### config.mk
export PLATFORM = sky130hd
export DESIGN_NAME = imgproc_msg_reader_flat
export DESIGN_NICKNAME = d
export VERILOG_FILES = /design/src/rtl/imgproc_msg_reader_pkg.sv /design/src/rtl/imgproc_msg_reader_if.sv /design/src/rtl/imgproc_msg_reader_decode.sv /design/src/rtl/imgproc_msg_reader.sv /design/src/flat_wrapper.sv
export SDC_FILE = /design/constraint.sdc
export NUM_CORES = 1
export LEC_CHECK = 0
export CORE_ASPECT_RATIO = 0.6
export CORE_MARGIN = 5
export CORE_UTILIZATION = 63
export DETAILED_ROUTE_END_ITERATION = 8
export DONT_BUFFER_PORTS = 1
export PLACE_DENSITY_LB_ADDON = 0.3
export SLEW_MARGIN = 10
export SYNTH_ARGS = -nofsm -noshare
export SYNTH_HDL_FRONTEND = slang
export SYNTH_SLANG_ARGS = --single-unit
### constraint.sdc
create_clock -name clk -period 3.3 [get_ports clk]
set_clock_uncertainty 0.15 [all_clocks]
set_input_delay 0.495 -clock clk [delete_from_list [all_inputs] [get_ports clk]]
set_output_delay 0.495 -clock clk [all_outputs]
set_load 0.02 [all_outputs]
### src/rtl/imgproc_msg_reader_pkg.sv
// Shared constants for the image-processor message reader: slave register
// map, ID word, message tags, decode field indices and FSM state encodings.
package imgproc_msg_pkg;

  // Slave word addresses
  localparam logic [2:0] ADDR_STATUS = 3'd0;
  localparam logic [2:0] ADDR_MSG    = 3'd1;
  localparam logic [2:0] ADDR_ID     = 3'd2;

  // Expected contents of the ID register
  localparam logic [31:0] ID_VALUE = 32'h1234EEE2;

  // Message tags found in bits [31:24]
  localparam logic [7:0] TAG_RED    = 8'h72;
  localparam logic [7:0] TAG_BLUE   = 8'h62;
  localparam logic [7:0] TAG_YELLOW = 8'h79;
  localparam logic [7:0] TAG_WALLS  = 8'h00;

  // Writing this status bit flushes the slave FIFO
  localparam int          FLUSH_BIT  = 4;
  localparam logic [31:0] FLUSH_WORD = 32'h1 << FLUSH_BIT;

  // Bit positions in the one-hot field select / dist_upd vector
  localparam int SEL_RED    = 0;
  localparam int SEL_BLUE   = 1;
  localparam int SEL_YELLOW = 2;
  localparam int SEL_WALLS  = 3;

  // Reader FSM state encodings
  typedef logic [3:0] state_t;
  localparam state_t S_RESET    = 4'd0;
  localparam state_t S_ID_RD    = 4'd1;
  localparam state_t S_ID_WAIT  = 4'd2;
  localparam state_t S_ID_HOLD  = 4'd3;
  localparam state_t S_IDLE     = 4'd4;
  localparam state_t S_FLUSH_WR = 4'd5;
  localparam state_t S_ST_RD    = 4'd6;
  localparam state_t S_ST_WAIT  = 4'd7;
  localparam state_t S_MSG_RD   = 4'd8;
  localparam state_t S_MSG_WAIT = 4'd9;
  localparam state_t S_PUSH     = 4'd10;

endpackage

### src/rtl/imgproc_msg_reader_if.sv
// Avalon-MM bus between the message reader (master) and the image
// processor's CPU slave port. Every transfer is one cycle with
// m_chipselect high; m_readdata is registered by the slave and valid
// in the cycle after the read strobe.
interface imgproc_msg_reader_if;
  logic        m_chipselect;
  logic        m_read;
  logic        m_write;
  logic [2:0]  m_address;
  logic [31:0] m_writedata;
  logic [31:0] m_readdata;

  modport master (
    output m_chipselect, m_read, m_write, m_address, m_writedata,
    input  m_readdata
  );

  modport slave (
    input  m_chipselect, m_read, m_write, m_address, m_writedata,
    output m_readdata
  );
endinterface

### src/rtl/imgproc_msg_reader_decode.sv
// Combinational tag decoder for one message word: one-hot field select
// ({walls, yellow, blue, red}), 11-bit distance payload, wall bits and an
// unknown-tag flag.
module imgproc_msg_decode
  import imgproc_msg_pkg::*;
(
  input  logic [31:0] word,
  output logic [3:0]  field_sel,
  output logic [10:0] payload,
  output logic [2:0]  wall_bits,
  output logic        unknown
);

  logic [7:0] tag;
  assign tag       = word[31:24];
  assign payload   = word[10:0];
  assign wall_bits = word[2:0];

  // A walls word must carry zeros everywhere above the three flag bits
  always_comb begin
    field_sel = '0;
    unknown   = 1'b0;
    case (tag)
      TAG_RED:    field_sel[SEL_RED]    = 1'b1;
      TAG_BLUE:   field_sel[SEL_BLUE]   = 1'b1;
      TAG_YELLOW: field_sel[SEL_YELLOW] = 1'b1;
      TAG_WALLS: begin
        if (word[28:3] == '0) field_sel[SEL_WALLS] = 1'b1;
        else                  unknown              = 1'b1;
      end
      default:    unknown = 1'b1;
    endcase
  end

endmodule

### src/rtl/imgproc_msg_reader.sv
// Hardware drain for the image processor's CPU message FIFO. Optionally
// verifies the slave ID, then polls the status register every
// POLL_INTERVAL cycles, reads up to MAX_BURST queued words, decodes them
// into latched beacon distances / wall flags and forwards each raw word.
//
// Stream handshake: msg_valid rises with msg_data and stays high, with
// msg_data held constant, until a cycle where msg_ready is also high; that
// cycle transfers the word. No new slave read is issued while a word is
// waiting, so words are never dropped.
module imgproc_msg_reader
  import imgproc_msg_pkg::*;
#(
  parameter int POLL_INTERVAL = 1000,
  parameter int MAX_BURST     = 16,
  parameter int CHECK_ID      = 1
) (
  input  logic                 clk,
  input  logic                 reset_n,
  imgproc_msg_reader_if.master bus,
  input  logic                 flush_req,
  output logic [31:0]          msg_data,
  output logic                 msg_valid,
  input  logic                 msg_ready,
  output logic [10:0]          red_dist,
  output logic [10:0]          blue_dist,
  output logic [10:0]          yellow_dist,
  output logic [2:0]           walls,
  output logic [3:0]           dist_upd,
  output logic                 id_err,
  output logic [7:0]           unknown_cnt,
  output logic [3:0]           dbg_state
);

  localparam int            TW         = (POLL_INTERVAL > 2) ? $clog2(POLL_INTERVAL) : 1;
  localparam logic [TW-1:0] TIMER_LOAD = TW'(POLL_INTERVAL - 1);
  localparam logic [7:0]    BURST_CAP  = 8'(MAX_BURST);

  state_t        state;
  state_t        state_nx;
  logic [TW-1:0] timer;
  logic [7:0]    count;
  logic          flush_pend;

  logic [7:0]  status_cnt;
  logic [7:0]  burst_len;
  logic [3:0]  dec_sel;
  logic [10:0] dec_payload;
  logic [2:0]  dec_walls;
  logic        dec_unknown;
  logic        timer_wait;

  assign dbg_state  = state;
  assign status_cnt = bus.m_readdata[15:8];
  assign burst_len  = (status_cnt > BURST_CAP) ? BURST_CAP : status_cnt;
  assign timer_wait = (state == S_IDLE) || (state == S_ID_HOLD);

  imgproc_msg_decode u_decode (
    .word      (bus.m_readdata),
    .field_sel (dec_sel),
    .payload   (dec_payload),
    .wall_bits (dec_walls),
    .unknown   (dec_unknown)
  );

  // Next-state logic; a pending flush takes priority over the poll timer
  always_comb begin
    state_nx = state;
    case (state)
      S_RESET:    state_nx = (CHECK_ID != 0) ? S_ID_RD : S_IDLE;
      S_ID_RD:    state_nx = S_ID_WAIT;
      S_ID_WAIT:  state_nx = (bus.m_readdata == ID_VALUE) ? S_IDLE : S_ID_HOLD;
      S_ID_HOLD:  if (timer == '0) state_nx = S_ID_RD;
      S_IDLE: begin
        if (flush_pend)         state_nx = S_FLUSH_WR;
        else if (timer == '0)   state_nx = S_ST_RD;
      end
      S_FLUSH_WR: state_nx = S_IDLE;
      S_ST_RD:    state_nx = S_ST_WAIT;
      S_ST_WAIT:  state_nx = (burst_len == 8'd0) ? S_IDLE : S_MSG_RD;
      S_MSG_RD:   state_nx = S_MSG_WAIT;
      S_MSG_WAIT: state_nx = S_PUSH;
      S_PUSH: begin
        if (msg_ready) state_nx = (count == 8'd1) ? S_IDLE : S_MSG_RD;
      end
      default:    state_nx = S_RESET;
    endcase
  end

  // State register
  always_ff @(posedge clk or negedge reset_n) begin
    if (!reset_n) state <= S_RESET;
    else          state <= state_nx;
  end

  // Interval timer: reloads whenever IDLE or ID_HOLD is entered, counts down inside them
  always_ff @(posedge clk or negedge reset_n) begin
    if (!reset_n) begin
      timer <= TIMER_LOAD;
    end else if ((state_nx == S_IDLE || state_nx == S_ID_HOLD) && state_nx != state) begin
      timer <= TIMER_LOAD;
    end else if (timer_wait && timer != '0) begin
      timer <= timer - 1'b1;
    end
  end

  // Flush request latch; a request arriving during the write itself is kept
  always_ff @(posedge clk or negedge reset_n) begin
    if (!reset_n)                 flush_pend <= 1'b0;
    else if (flush_req)           flush_pend <= 1'b1;
    else if (state == S_FLUSH_WR) flush_pend <= 1'b0;
  end

  // Bus outputs are pure functions of the state: one cycle per transfer
  always_comb begin
    bus.m_chipselect = 1'b0;
    bus.m_read       = 1'b0;
    bus.m_write      = 1'b0;
    bus.m_address    = ADDR_STATUS;
    bus.m_writedata  = '0;
    case (state)
      S_ID_RD: begin
        bus.m_chipselect = 1'b1;
        bus.m_read       = 1'b1;
        bus.m_address    = ADDR_ID;
      end
      S_ST_RD: begin
        bus.m_chipselect = 1'b1;
        bus.m_read       = 1'b1;
        bus.m_address    = ADDR_STATUS;
      end
      S_MSG_RD: begin
        bus.m_chipselect = 1'b1;
        bus.m_read       = 1'b1;
        bus.m_address    = ADDR_MSG;
      end
      S_FLUSH_WR: begin
        bus.m_chipselect = 1'b1;
        bus.m_write      = 1'b1;
        bus.m_address    = ADDR_STATUS;
        bus.m_writedata  = FLUSH_WORD;
      end
      default: ;
    endcase
  end

  // Burst counter, holding register, decoded latches and status flags
  always_ff @(posedge clk or negedge reset_n) begin
    if (!reset_n) begin
      count       <= '0;
      msg_data    <= '0;
      msg_valid   <= 1'b0;
      red_dist    <= '0;
      blue_dist   <= '0;
      yellow_dist <= '0;
      walls       <= '0;
      dist_upd    <= '0;
      id_err      <= 1'b0;
      unknown_cnt <= '0;
    end else begin
      dist_upd <= '0;
      case (state)
        S_ID_WAIT: id_err <= (bus.m_readdata != ID_VALUE);
        S_ST_WAIT: count  <= burst_len;
        S_MSG_WAIT: begin
          msg_data  <= bus.m_readdata;
          msg_valid <= 1'b1;
          dist_upd  <= dec_sel;
          if (dec_sel[SEL_RED])    red_dist    <= dec_payload;
          if (dec_sel[SEL_BLUE])   blue_dist   <= dec_payload;
          if (dec_sel[SEL_YELLOW]) yellow_dist <= dec_payload;
          if (dec_sel[SEL_WALLS])  walls       <= dec_walls;
          if (dec_unknown && unknown_cnt != 8'hFF) unknown_cnt <= unknown_cnt + 8'd1;
        end
        S_PUSH: begin
          if (msg_ready) begin
            msg_valid <= 1'b0;
            count     <= count - 8'd1;
          end
        end
        default: ;
      endcase
    end
  end

endmodule
### src/flat_wrapper.sv
// flat-port wrapper written by rule: the top's interface ports become plain ports
module imgproc_msg_reader_flat import imgproc_msg_pkg::*;
#(
  parameter int POLL_INTERVAL = 1000,
  parameter int MAX_BURST     = 16,
  parameter int CHECK_ID      = 1
)
  (clk, reset_n, flush_req, msg_data, msg_valid, msg_ready, red_dist, blue_dist, yellow_dist, walls, dist_upd, id_err, unknown_cnt, dbg_state, bus_m_chipselect, bus_m_read, bus_m_write, bus_m_address, bus_m_writedata, bus_m_readdata);
  imgproc_msg_reader_if bus_i ();
  input  logic clk;
  input  logic reset_n;
  input  logic flush_req;
  output logic [31:0] msg_data;
  output logic msg_valid;
  input  logic msg_ready;
  output logic [10:0] red_dist;
  output logic [10:0] blue_dist;
  output logic [10:0] yellow_dist;
  output logic [2:0] walls;
  output logic [3:0] dist_upd;
  output logic id_err;
  output logic [7:0] unknown_cnt;
  output logic [3:0] dbg_state;
  output wire logic [$bits(bus_i.m_chipselect)-1:0] bus_m_chipselect;
  output wire logic [$bits(bus_i.m_read)-1:0] bus_m_read;
  output wire logic [$bits(bus_i.m_write)-1:0] bus_m_write;
  output wire logic [$bits(bus_i.m_address)-1:0] bus_m_address;
  output wire logic [$bits(bus_i.m_writedata)-1:0] bus_m_writedata;
  input wire logic [$bits(bus_i.m_readdata)-1:0] bus_m_readdata;
  assign bus_m_chipselect = bus_i.m_chipselect;
  assign bus_m_read = bus_i.m_read;
  assign bus_m_write = bus_i.m_write;
  assign bus_m_address = bus_i.m_address;
  assign bus_m_writedata = bus_i.m_writedata;
  assign bus_i.m_readdata = bus_m_readdata;
  imgproc_msg_reader #(.POLL_INTERVAL(POLL_INTERVAL), .MAX_BURST(MAX_BURST), .CHECK_ID(CHECK_ID)) u_core (.clk(clk), .reset_n(reset_n), .bus(bus_i), .flush_req(flush_req), .msg_data(msg_data), .msg_valid(msg_valid), .msg_ready(msg_ready), .red_dist(red_dist), .blue_dist(blue_dist), .yellow_dist(yellow_dist), .walls(walls), .dist_upd(dist_upd), .id_err(id_err), .unknown_cnt(unknown_cnt), .dbg_state(dbg_state));
endmodule
==> results.sh, run 1 <==
export IMPL_final_common_cell="dfrtp_1"
export IMPL_worstReg2RegStart="u_core.dbg_state[2]$_DFF_PN0_"
export IMPL_setup_worst_path_start="u_core.dbg_state[2]$_DFF_PN0_"
export IMPL_setup_viol=0
export IMPL_worstSetupEndpointType="output port"
export IMPL_maxSlewViolCount=0
export IMPL_crit_path_start_kind="flop"
export IMPL_finalPower_w=0.00285
export IMPL_cts_max_path_buffers=2
export IMPL_layout_nets=468
export IMPL_ys_ff_latch=105
export IMPL_worst_slack_ps=369
export IMPL_synth_edf_count=0
export IMPL_period_minus_slack_ps=2930
export IMPL_peakVddDrop_mv=0.309
export IMPL_place_congestion=0.874
export IMPL_gr_total_overflow=0
export IMPL_critPathKind="reg2out"
export IMPL_fp_coreArea_um2=7850
export IMPL_drc=0
export IMPL_drive_above_1_share=0.261
export IMPL_setup_tns_ps=0
export IMPL_synth_cells=426
export IMPL_netlist_cell_type_count=59
export IMPL_grt_antenna_before_repair=0
export IMPL_syn_area_per_cell_um2=11.9
export IMPL_use_met3=0.0996
export IMPL_via_count=3287
export IMPL_htree_num_levels=3
export IMPL_gr_usage_met2=0.344
export IMPL_grt_use_total=0.238
export IMPL_fp_dieW_um=126
export IMPL_clkTransAtPathRegs_ps=70
export IMPL_cp_arrival_ps=2290
export IMPL_dpl_worst_slack_ps=593
export IMPL_drt_iter0_drc=259
export IMPL_hold_path_class="in2reg"
export IMPL_worst_path_max_fanout=12
export IMPL_start_util=0.646
export IMPL_grt_pass1_wl_mm=18.5
export IMPL_grt_util_met1=0.328
export IMPL_grt_max_degree=106
export IMPL_routed_via_density=6.08
export IMPL_firstDrtPassIters=4
export IMPL_grt_pass1_vias=3266
export IMPL_synth_flop_cell="dfrtp_1"
export IMPL_placed_cells_incl_taps=523
export IMPL_async_flop_share=1.00
export IMPL_rows=25
export IMPL_tightest_slew_ps=772
export IMPL_cts_buffers=9
export IMPL_period_share=0.888
export IMPL_worstSkewPairLatency_ps=350
export IMPL_clock_tree_root_cell="clkbuf_16"
export IMPL_final_cell_mix="dfrtp_1 (97), mux2_2 (60), conb_1 (32)"
export IMPL_numClockSinks=105
export IMPL_synth_area_leaders="dfrtp_1 (48%), mux2_2 (13%), buf_4 (5.2%)"
export IMPL_cts_tree="yes"
export IMPL_timing_fmax_mhz=341
export IMPL_final_cells=541
export IMPL_cts_setup_buffers=0
export IMPL_wire_per_inst_um=21.3
export IMPL_hold_viol=0
export IMPL_synth_top_cell_by_area="dfrtp_1"
export IMPL_syn_to_final_growth_pct=5.85
export IMPL_port_buffers=0
export IMPL_drv_cap=0
export IMPL_crit_required_ps=2650
export IMPL_maxSlewHeadroom=0.486
export IMPL_final_util=0.683
export IMPL_place_hpwl_mm=8.42
export IMPL_synth_top_area_share=0.479
export IMPL_io_pin_count=160
export IMPL_busiest_layer="met2"
export IMPL_antenna_cells=0
export IMPL_die_area_um2=10000
export IMPL_holdCritStartpoint="flush_req"
export IMPL_leakagePower_nw=2.61
export IMPL_final_antenna_net_count=0
export IMPL_die_h_um=79.5
export IMPL_wirelength_mm=11.5
export IMPL_status="completed"
export IMPL_ys_warn_count=0
export IMPL_rsz0062_at_grt="false"
export IMPL_p_per_area_nw_per_um2=532
export IMPL_synth_seq_area_share=0.520
export IMPL_syn_area_um2=5070
[through the flow]
stage,hold WS [ps],area (um^2)
finish,86.7,5370
global route,84.4,5370
CTS,72.6,5370
detailed placement,51.0,5050
global placement,51.6,5050
floorplan,49.4,5180
[report_power, final]
group	internal (W)	leakage (nW)	switching, W	total, W
Combinational	0.000161	1.06	0.000316	0.000478
Clock	0.000517	0.133	0.000478	0.000995
Sequential	0.00135	1.42	0.0000338	0.00138
Total	0.00202	2.61	0.000828	0.00285
[worst max-delay path, cell delays in order, from the launching register on]
cell and delay (ps):
dfrtp_1 580, or3b_1 560, o21a_1 170, o21ai_0 200, buf_4 190, nand2b_1 240
[what timing repair did]
item	CTS	global route
hold endpoints to repair	105	0
hold buffers	2	0
gates resized for setup	0	0
[sequential cells by signal, summed over array words and instances, names as in the netlist]
signal,flops
u_core.red_dist,11
u_core.unknown_cnt,8
u_core.msg_valid,1
u_core.flush_pend,1
u_core.walls,3
u_core.dbg_state,4
u_core.blue_dist,11
u_core.count,8
u_core.id_err,1
u_core.dist_upd,4
u_core.timer,10
u_core.msg_data,32
u_core.yellow_dist,11
[synth_stat cells (2+ instances only)]
master,n
nor4_1,15
a221oi_1,2
mux2i_1,2
nand4_1,5
buf_6,2
and3_1,5
buf_2,3
mux2_2,60
nor3b_1,5
ha_1,4
buf_4,35
a211o_1,2
nor3_1,11
o22ai_1,2
nand2_1,15
o21a_1,2
or3_1,3
nor2_1,23
nand3_1,17
nand3b_1,3
dfrtp_1,97
clkbuf_1,9
xnor2_1,6
nand2b_1,5
a21oi_1,8
o21ai_0,8
mux2_4,9
dfstp_2,8
or2_2,3
o211ai_1,3
xor2_1,13
inv_1,9
a21o_1,2
nand4b_1,5
[final timing paths]
| check | slack (ps) | cells past startpoint | to |
|---|---|---|---|
| min in group asynchronous | 570 | 2 | u_core.red_dist[2]$_DFFE_PN0P_ |
| worst min register to register | 350 | 1 | u_core.flush_pend$_DFFE_PN0P_ |
| max in group asynchronous | 1990 | 2 | u_core.timer[7]$_DFFE_PN1P_ |
| worst max-delay path | 370 | 5 | bus_m_chipselect |
| worst min-delay path | 90 | 1 | u_core.flush_pend$_DFFE_PN0P_ |
| worst max register to register | 660 | 5 | u_core.walls[2]$_DFFE_PN0P_ |
[final cells by class]
class                           instances  area [um^2]
Clock buffer                            9          225
Clock inverter                          7         51.3
Fill cell                             550         2490
Inverter                                9         33.8
Multi-Input combinational cell        293         2180
Sequential cell                       105         2640
Tap cell                              108          135
Timing Repair Buffer                   10         97.6
[cells by family (layout without fill, tap and decap cells)]
group,count (synthesis),count (layout),synth area share
flops,105,105,0.520
fa+ha+maj,4,4,0.00987
simple gates,131,131,0.151
other cells,1,32,0.000740
buf+inv,59,35,0.0736
xor+xnor,19,19,0.0328
compound gates,36,36,0.0479
mux,71,71,0.164
[per-layer routing]
layer | up-vias | part of all wire
li1 | 1461 | -
met1 | 1643 | 0.44
met2 | 166 | 0.43
met3 | 17 | 0.11
met4 | 0 | 0.013
met5 | - | 0
No activity file was read; power rests on OpenSTA's default activity.
==> inputs of run 2 (changes only) <==
CORE_MARGIN = not set   (was 5)
clock period = 3.1 ns   (was 3.3 ns; I/O delays follow)
==> run 2 against run 1 <==
  * Via count is 3.6% higher
  * Count of clock-buffer cells in the layout up 3
  * Largest power group unchanged
  * Sequential share of layout area fell by 0.56 points
  * Critical path type is now reg2reg
  * Sequential power up 7%
  * Global-route usage grew 5.2 points
  * Register-to-register slack lost 50 ps
==> results.sh, run 2 (same netlist as run 1, synthesis figures left out) <==
export IMPL_grt_use_total=0.290
export IMPL_cp_num_buf_inv=0
export IMPL_hold_end="u_core.flush_pend$_DFFE_PN0P_"
export IMPL_die_area_um2=8420
export IMPL_finalPower_w=0.00314
export IMPL_drv_cap=0
export IMPL_syn_to_final_growth_pct=7.06
export IMPL_cts_setup_buffers=0
export IMPL_cp_arrival_ps=2570
export IMPL_routed_via_density=6.30
export IMPL_via_count=3404
export IMPL_tightest_slew_ps=772
export IMPL_grt_pass1_wl_mm=18.4
export IMPL_crit_required_ps=3170
export IMPL_wire_per_inst_um=21.8
export IMPL_worstSkewPairLatency_ps=350
export IMPL_clkTransAtPathRegs_ps=70
export IMPL_r2r_cells=5
export IMPL_antenna_cells=0
export IMPL_reg2reg_slack_ps=610
export IMPL_place_hpwl_mm=8.37
export IMPL_rsz0062_at_grt="false"
export IMPL_fp_dieW_um=118
export IMPL_worstPathCellList="or3b_1 > nor2_4 > o211ai_1 > nor2_1 > mux2_2"
export IMPL_worstReg2RegStart="u_core.dbg_state[1]$_DFF_PN0_"
export IMPL_wirelength_mm=11.7
export IMPL_largest_reg_flops=32
export IMPL_final_common_cell="dfrtp_1"
export IMPL_top_register="u_core.msg_data"
export IMPL_grt_max_degree=106
export IMPL_critPathKind="reg2reg"
export IMPL_hold_path_class="in2reg"
export IMPL_firstDrtPassIters=5
export IMPL_rows=24
export IMPL_cpLargestDelayFamily="simple AND/OR/NAND/NOR gates"
export IMPL_port_buffers=0
export IMPL_clock_tree_root_cell="clkbuf_16"
export IMPL_leakagePower_nw=2.64
export IMPL_maxSlewHeadroom=0.485
export IMPL_die_h_um=71.5
export IMPL_grt_pass1_vias=3333
export IMPL_worst_path_max_fanout=12
export IMPL_maxSlewViolCount=0
export IMPL_hold_slack_ps=65.3
export IMPL_setup_tns_ps=0
export IMPL_start_util=0.675
export IMPL_setup_viol=0
export IMPL_drive_above_1_share=0.264
export IMPL_io_pin_count=160
export IMPL_fp_coreArea_um2=7510
export IMPL_holdCritStartpoint="flush_req"
export IMPL_grt_antenna_before_repair=0
export IMPL_layout_nets=471
export IMPL_cts_tree="yes"
export IMPL_final_util=0.723
export IMPL_stdcell_area_um2=5430
export IMPL_final_cell_mix="dfrtp_1 (97), mux2_2 (60), conb_1 (32)"
export IMPL_worstSetupEndpointType="flop"
export IMPL_numClockSinks=105
export IMPL_p_per_area_nw_per_um2=579
export IMPL_timing_fmax_mhz=401
export IMPL_period_minus_slack_ps=2490
export IMPL_cts_buffers=9
export IMPL_gr_total_overflow=0
export IMPL_hold_viol=0
export IMPL_place_congestion=0.932
export IMPL_reg2reg_to="u_core.unknown_cnt[1]$_DFFE_PN0P_"
export IMPL_slowest_delay_ps=510
export IMPL_dpl_instance_area_um2=5080
export IMPL_peakVddDrop_mv=0.304
export IMPL_min_path_cells=1
export IMPL_drc=0
export IMPL_period_share=0.804
export IMPL_drt_iter0_drc=384
export IMPL_final_antenna_net_count=0
export IMPL_cts_max_path_buffers=2
export IMPL_htree_num_levels=3
export IMPL_crit_path_start_kind="flop"
export IMPL_status="completed"
export IMPL_cpMaxStageDelayCell="or3b_1"
## run 2: cell types whose count changed in the layout (fill, tap and decap cells not counted), sizes merged
cell      before  now
buf            9   12
bufinv         0    1
clkbuf         9   12
clkinvlp       2    1
inv           12    9
## run 2: how the worst max path moves through the flow
stage | start | end | cells past startpoint
3_5_place_dp | bus_m_readdata[24] | u_core.walls[0]$_DFFE_PN0P_ | 6
6_report | u_core.dbg_state[1]$_DFF_PN0_ | u_core.unknown_cnt[1]$_DFFE_PN0P_ | 5
4_1_cts | u_core.dbg_state[1]$_DFF_PN0_ | bus_m_chipselect | 4
5_1_grt | u_core.dbg_state[1]$_DFF_PN0_ | u_core.unknown_cnt[5]$_DFFE_PN0P_ | 5
2_1_floorplan | u_core.dbg_state[1]$_DFF_PN0_ | bus_m_chipselect | 6
3_3_place_gp | bus_m_readdata[23] | u_core.walls[2]$_DFFE_PN0P_ | 6
## run 2: where the power goes
part           total (W)  switching, W  internal (W)
Combinational   0.000509      0.000337      0.000172
Clock            0.00117      0.000494      0.000671
Sequential       0.00147     0.0000374       0.00143
Total            0.00314      0.000869       0.00228
## run 2: layer usage
layer / global-route usage / up-vias / share of wire
met4: 0.108 / 0 / 0.019
met1: 0.386 / 1684 / 0.41
li1: - / 1467 / -
met3: 0.122 / 26 / 0.13
met5: 0 / - / 0
met2: 0.429 / 227 / 0.44
## run 2: per-stage QoR
step | setup WS [ps] | instances
finish | 608 | 540
global route | 450 | 540
CTS | 640 | 540
detailed placement | 488 | 522
global placement | 628 | 522
floorplan | 478 | 457
## run 2: timing repair
action                                 CTS  global route
hold buffers                             2             0
gates resized for setup                  0             0
endpoints found under the hold margin  105             0
## run 2: worst register-to-register path, delay by kind of cell, from the launching register on
family	cells	cell delay [ps]
AND/OR/NAND/NOR	3	1170
flip-flops	1	380
multiplexers	1	370
AO/OA/AOI/OAI	1	300
## run 2: area by class of cell
class / instances / area (um^2)
tap: 104 / 130
inverter: 9 / 33.8
clock buffer: 12 / 256
timing repair buffer: 13 / 133
sequential: 105 / 2640
fill: 542 / 2080
multi-input combinational: 293 / 2180
clock inverter: 4 / 51.3
==> inputs of run 3 (changes only) <==
clock period = 2.6 ns   (was 3.1 ns; I/O delays follow)
==> run 3 against run 2 <==
  * The flow now finishes with violations (hold timing)
  * Sequential power increased by 19%
  * Die area unchanged
  * Clock power grew 15%
  * Global-route usage is 0.36 points lower
  * Count of clock-buffer cells in the layout is 1 lower
  * Critical path type is now reg2out
  * Largest cell class unchanged
==> results.sh, run 3 (same netlist as run 1, synthesis figures left out) <==
export IMPL_die_area_um2=8420
export IMPL_numClockSinks=105
export IMPL_hold_slack_ps=-414
export IMPL_final_cell_mix="dfrtp_1 (97), mux2_2 (60), conb_1 (32)"
export IMPL_setup_viol=0
export IMPL_grt_use_total=0.287
export IMPL_cpMaxStageDelayCell="or3b_1"
export IMPL_start_util=0.675
export IMPL_layout_nets=475
export IMPL_switching_share=0.276
export IMPL_leakagePower_nw=2.65
export IMPL_wirelength_mm=11.4
export IMPL_hold_viol=105
export IMPL_rsz0062_at_grt="false"
export IMPL_period_minus_slack_ps=2400
export IMPL_p_per_area_nw_per_um2=682
export IMPL_cts_max_path_buffers=2
export IMPL_routed_via_density=6.12
export IMPL_crit_required_ps=2060
export IMPL_intPower_w=0.00267
export IMPL_dpl_worst_slack_ps=372
export IMPL_grt_pass1_wl_mm=17.9
export IMPL_antenna_cells=0
export IMPL_setup_tns_ps=0
export IMPL_fp_coreArea_um2=7510
export IMPL_htree_num_levels=3
export IMPL_gr_total_overflow=0
export IMPL_cts_buffers=9
export IMPL_switchingPower_w=0.00102
export IMPL_syn_to_final_growth_pct=6.79
export IMPL_crit_path_start_kind="flop"
export IMPL_combPwrFrac=0.159
export IMPL_peakVddDrop_mv=0.390
export IMPL_maxSlewViolCount=0
export IMPL_worst_slack_ps=204
export IMPL_grt_pass1_vias=3278
export IMPL_drv_cap=0
export IMPL_critPathKind="reg2out"
export IMPL_worstSkewPairLatency_ps=350
export IMPL_worstPathCellList="or3b_1 > buf_4 > o21a_1 > o21ai_0 > nand2b_1"
export IMPL_cts_hold_buf=1
export IMPL_wire_per_inst_um=20.9
export IMPL_io_pin_count=160
export IMPL_grt_antenna_before_repair=0
export IMPL_grt_max_degree=106
export IMPL_place_hpwl_mm=8.23
export IMPL_worst_path_max_fanout=4
export IMPL_final_cells=544
export IMPL_via_count=3328
export IMPL_worstSetupEndpointType="output port"
export IMPL_violations="hold timing"
export IMPL_cpLargestDelayFamily="simple AND/OR/NAND/NOR gates"
export IMPL_port_buffers=0
export IMPL_cts_tree="yes"
export IMPL_drt_iter0_drc=286
export IMPL_fillers=545
export IMPL_die_h_um=71.5
export IMPL_cp_arrival_ps=1860
export IMPL_final_common_cell="dfrtp_1"
export IMPL_cts_resized=0
export IMPL_drc=0
export IMPL_clock_tree_root_cell="clkbuf_16"
export IMPL_largest_reg_flops=32
export IMPL_tightest_slew_ps=745
export IMPL_firstDrtPassIters=4
export IMPL_maxSlewHeadroom=0.503
export IMPL_seq_power_share=0.475
export IMPL_slowest_delay_ps=400
export IMPL_place_congestion=0.858
export IMPL_fp_dieW_um=118
export IMPL_top_register="u_core.msg_data"
export IMPL_timing_fmax_mhz=417
export IMPL_drive_above_1_share=0.268
export IMPL_placed_cells_incl_taps=527
export IMPL_rows=24
export IMPL_clockPowerShare=0.366
export IMPL_final_antenna_net_count=0
export IMPL_clkTransAtPathRegs_ps=70
export IMPL_hold_path_class="in2async"
export IMPL_status="complete, but fails checks"
export IMPL_period_share=0.921
export IMPL_cp_num_buf_inv=1
run 3: area by class of cell:
type | count | area (um^2) | share of cell area
well taps | 104 | 130 | 0.0240
clock inverters | 5 | 63.8 | 0.0118
flip-flops and latches | 105 | 2640 | 0.487
multi-input cells | 293 | 2180 | 0.404
clock buffers | 11 | 233 | 0.0430
repair buffers | 17 | 130 | 0.0240
inverters | 9 | 33.8 | 0.00624
run 3: path summary, 6_finish.rpt:
check                                                    from                         endpoint  slack, ps  cells past startpoint
worst max-delay path            u_core.dbg_state[1]$_DFF_PN0_                 bus_m_chipselect        200                      5
worst min-delay path                                  reset_n  u_core.msg_data[30]$_DFFE_PN0P_       -410                      0
worst max register to register  u_core.dbg_state[0]$_DFF_PN0_      u_core.count[5]$_DFFE_PN0P_        320                      7
worst min register to register  u_core.flush_pend$_DFFE_PN0P_    u_core.flush_pend$_DFFE_PN0P_        370                      1
max in group asynchronous                             reset_n      u_core.timer[0]$_DFFE_PN1P_       2500                      0
min in group clk                            bus_m_readdata[8]  u_core.blue_dist[8]$_DFFE_PN0P_         30                      1
run 3: metal layers:
metal | track usage | up-vias | wire (um)
li1 | - | 1476 | -
met1 | 0.393 | 1662 | 4840
met2 | 0.419 | 174 | 5050
met3 | 0.118 | 16 | 1310
met4 | 0.0940 | 0 | 162
met5 | 0 | - | 0
run 3: power by group through the flow:
stage | sequential (W) | combinational, W | clock, W
finish | 0.00175 | 0.000588 | 0.00135
global route | 0.00176 | 0.000635 | 0.00143
CTS | 0.00175 | 0.000580 | 0.00136
detailed placement | 0.00178 | 0.000567 | 0
global placement | 0.00178 | 0.000553 | 0
floorplan | 0.00180 | 0.000484 | 0
run 3: repair_timing:
action | 4_1_cts | 5_1_grt
endpoints found under the hold margin | 106 | 105
setup buffers | 0 | 0
endpoints found under the setup margin | 0 | 0
run 3: per-stage QoR:
step | hold slack [ps] | utilization | cell area (um^2) | total power [W]
after detailed placement | -53.4 | 0.680 | 5110 | 0.00235
after CTS | -424 | 0.721 | 5410 | 0.00369
after global routing | -429 | 0.721 | 5410 | 0.00382
after global placement | -52.5 | 0.680 | 5110 | 0.00233
final | -414 | 0.721 | 5410 | 0.00369
after floorplan | -55.6 | - | 5180 | 0.00228
run 3: worst register-to-register path: cells and delay by family, from the launching register on:
| family | cells | cell delay, ps |
|---|---|---|
| XOR/XNOR | 1 | 140 |
| flip-flops | 1 | 370 |
| buffers and inverters | 2 | 420 |
| AO/OA/AOI/OAI | 1 | 190 |
| AND/OR/NAND/NOR | 3 | 900 |
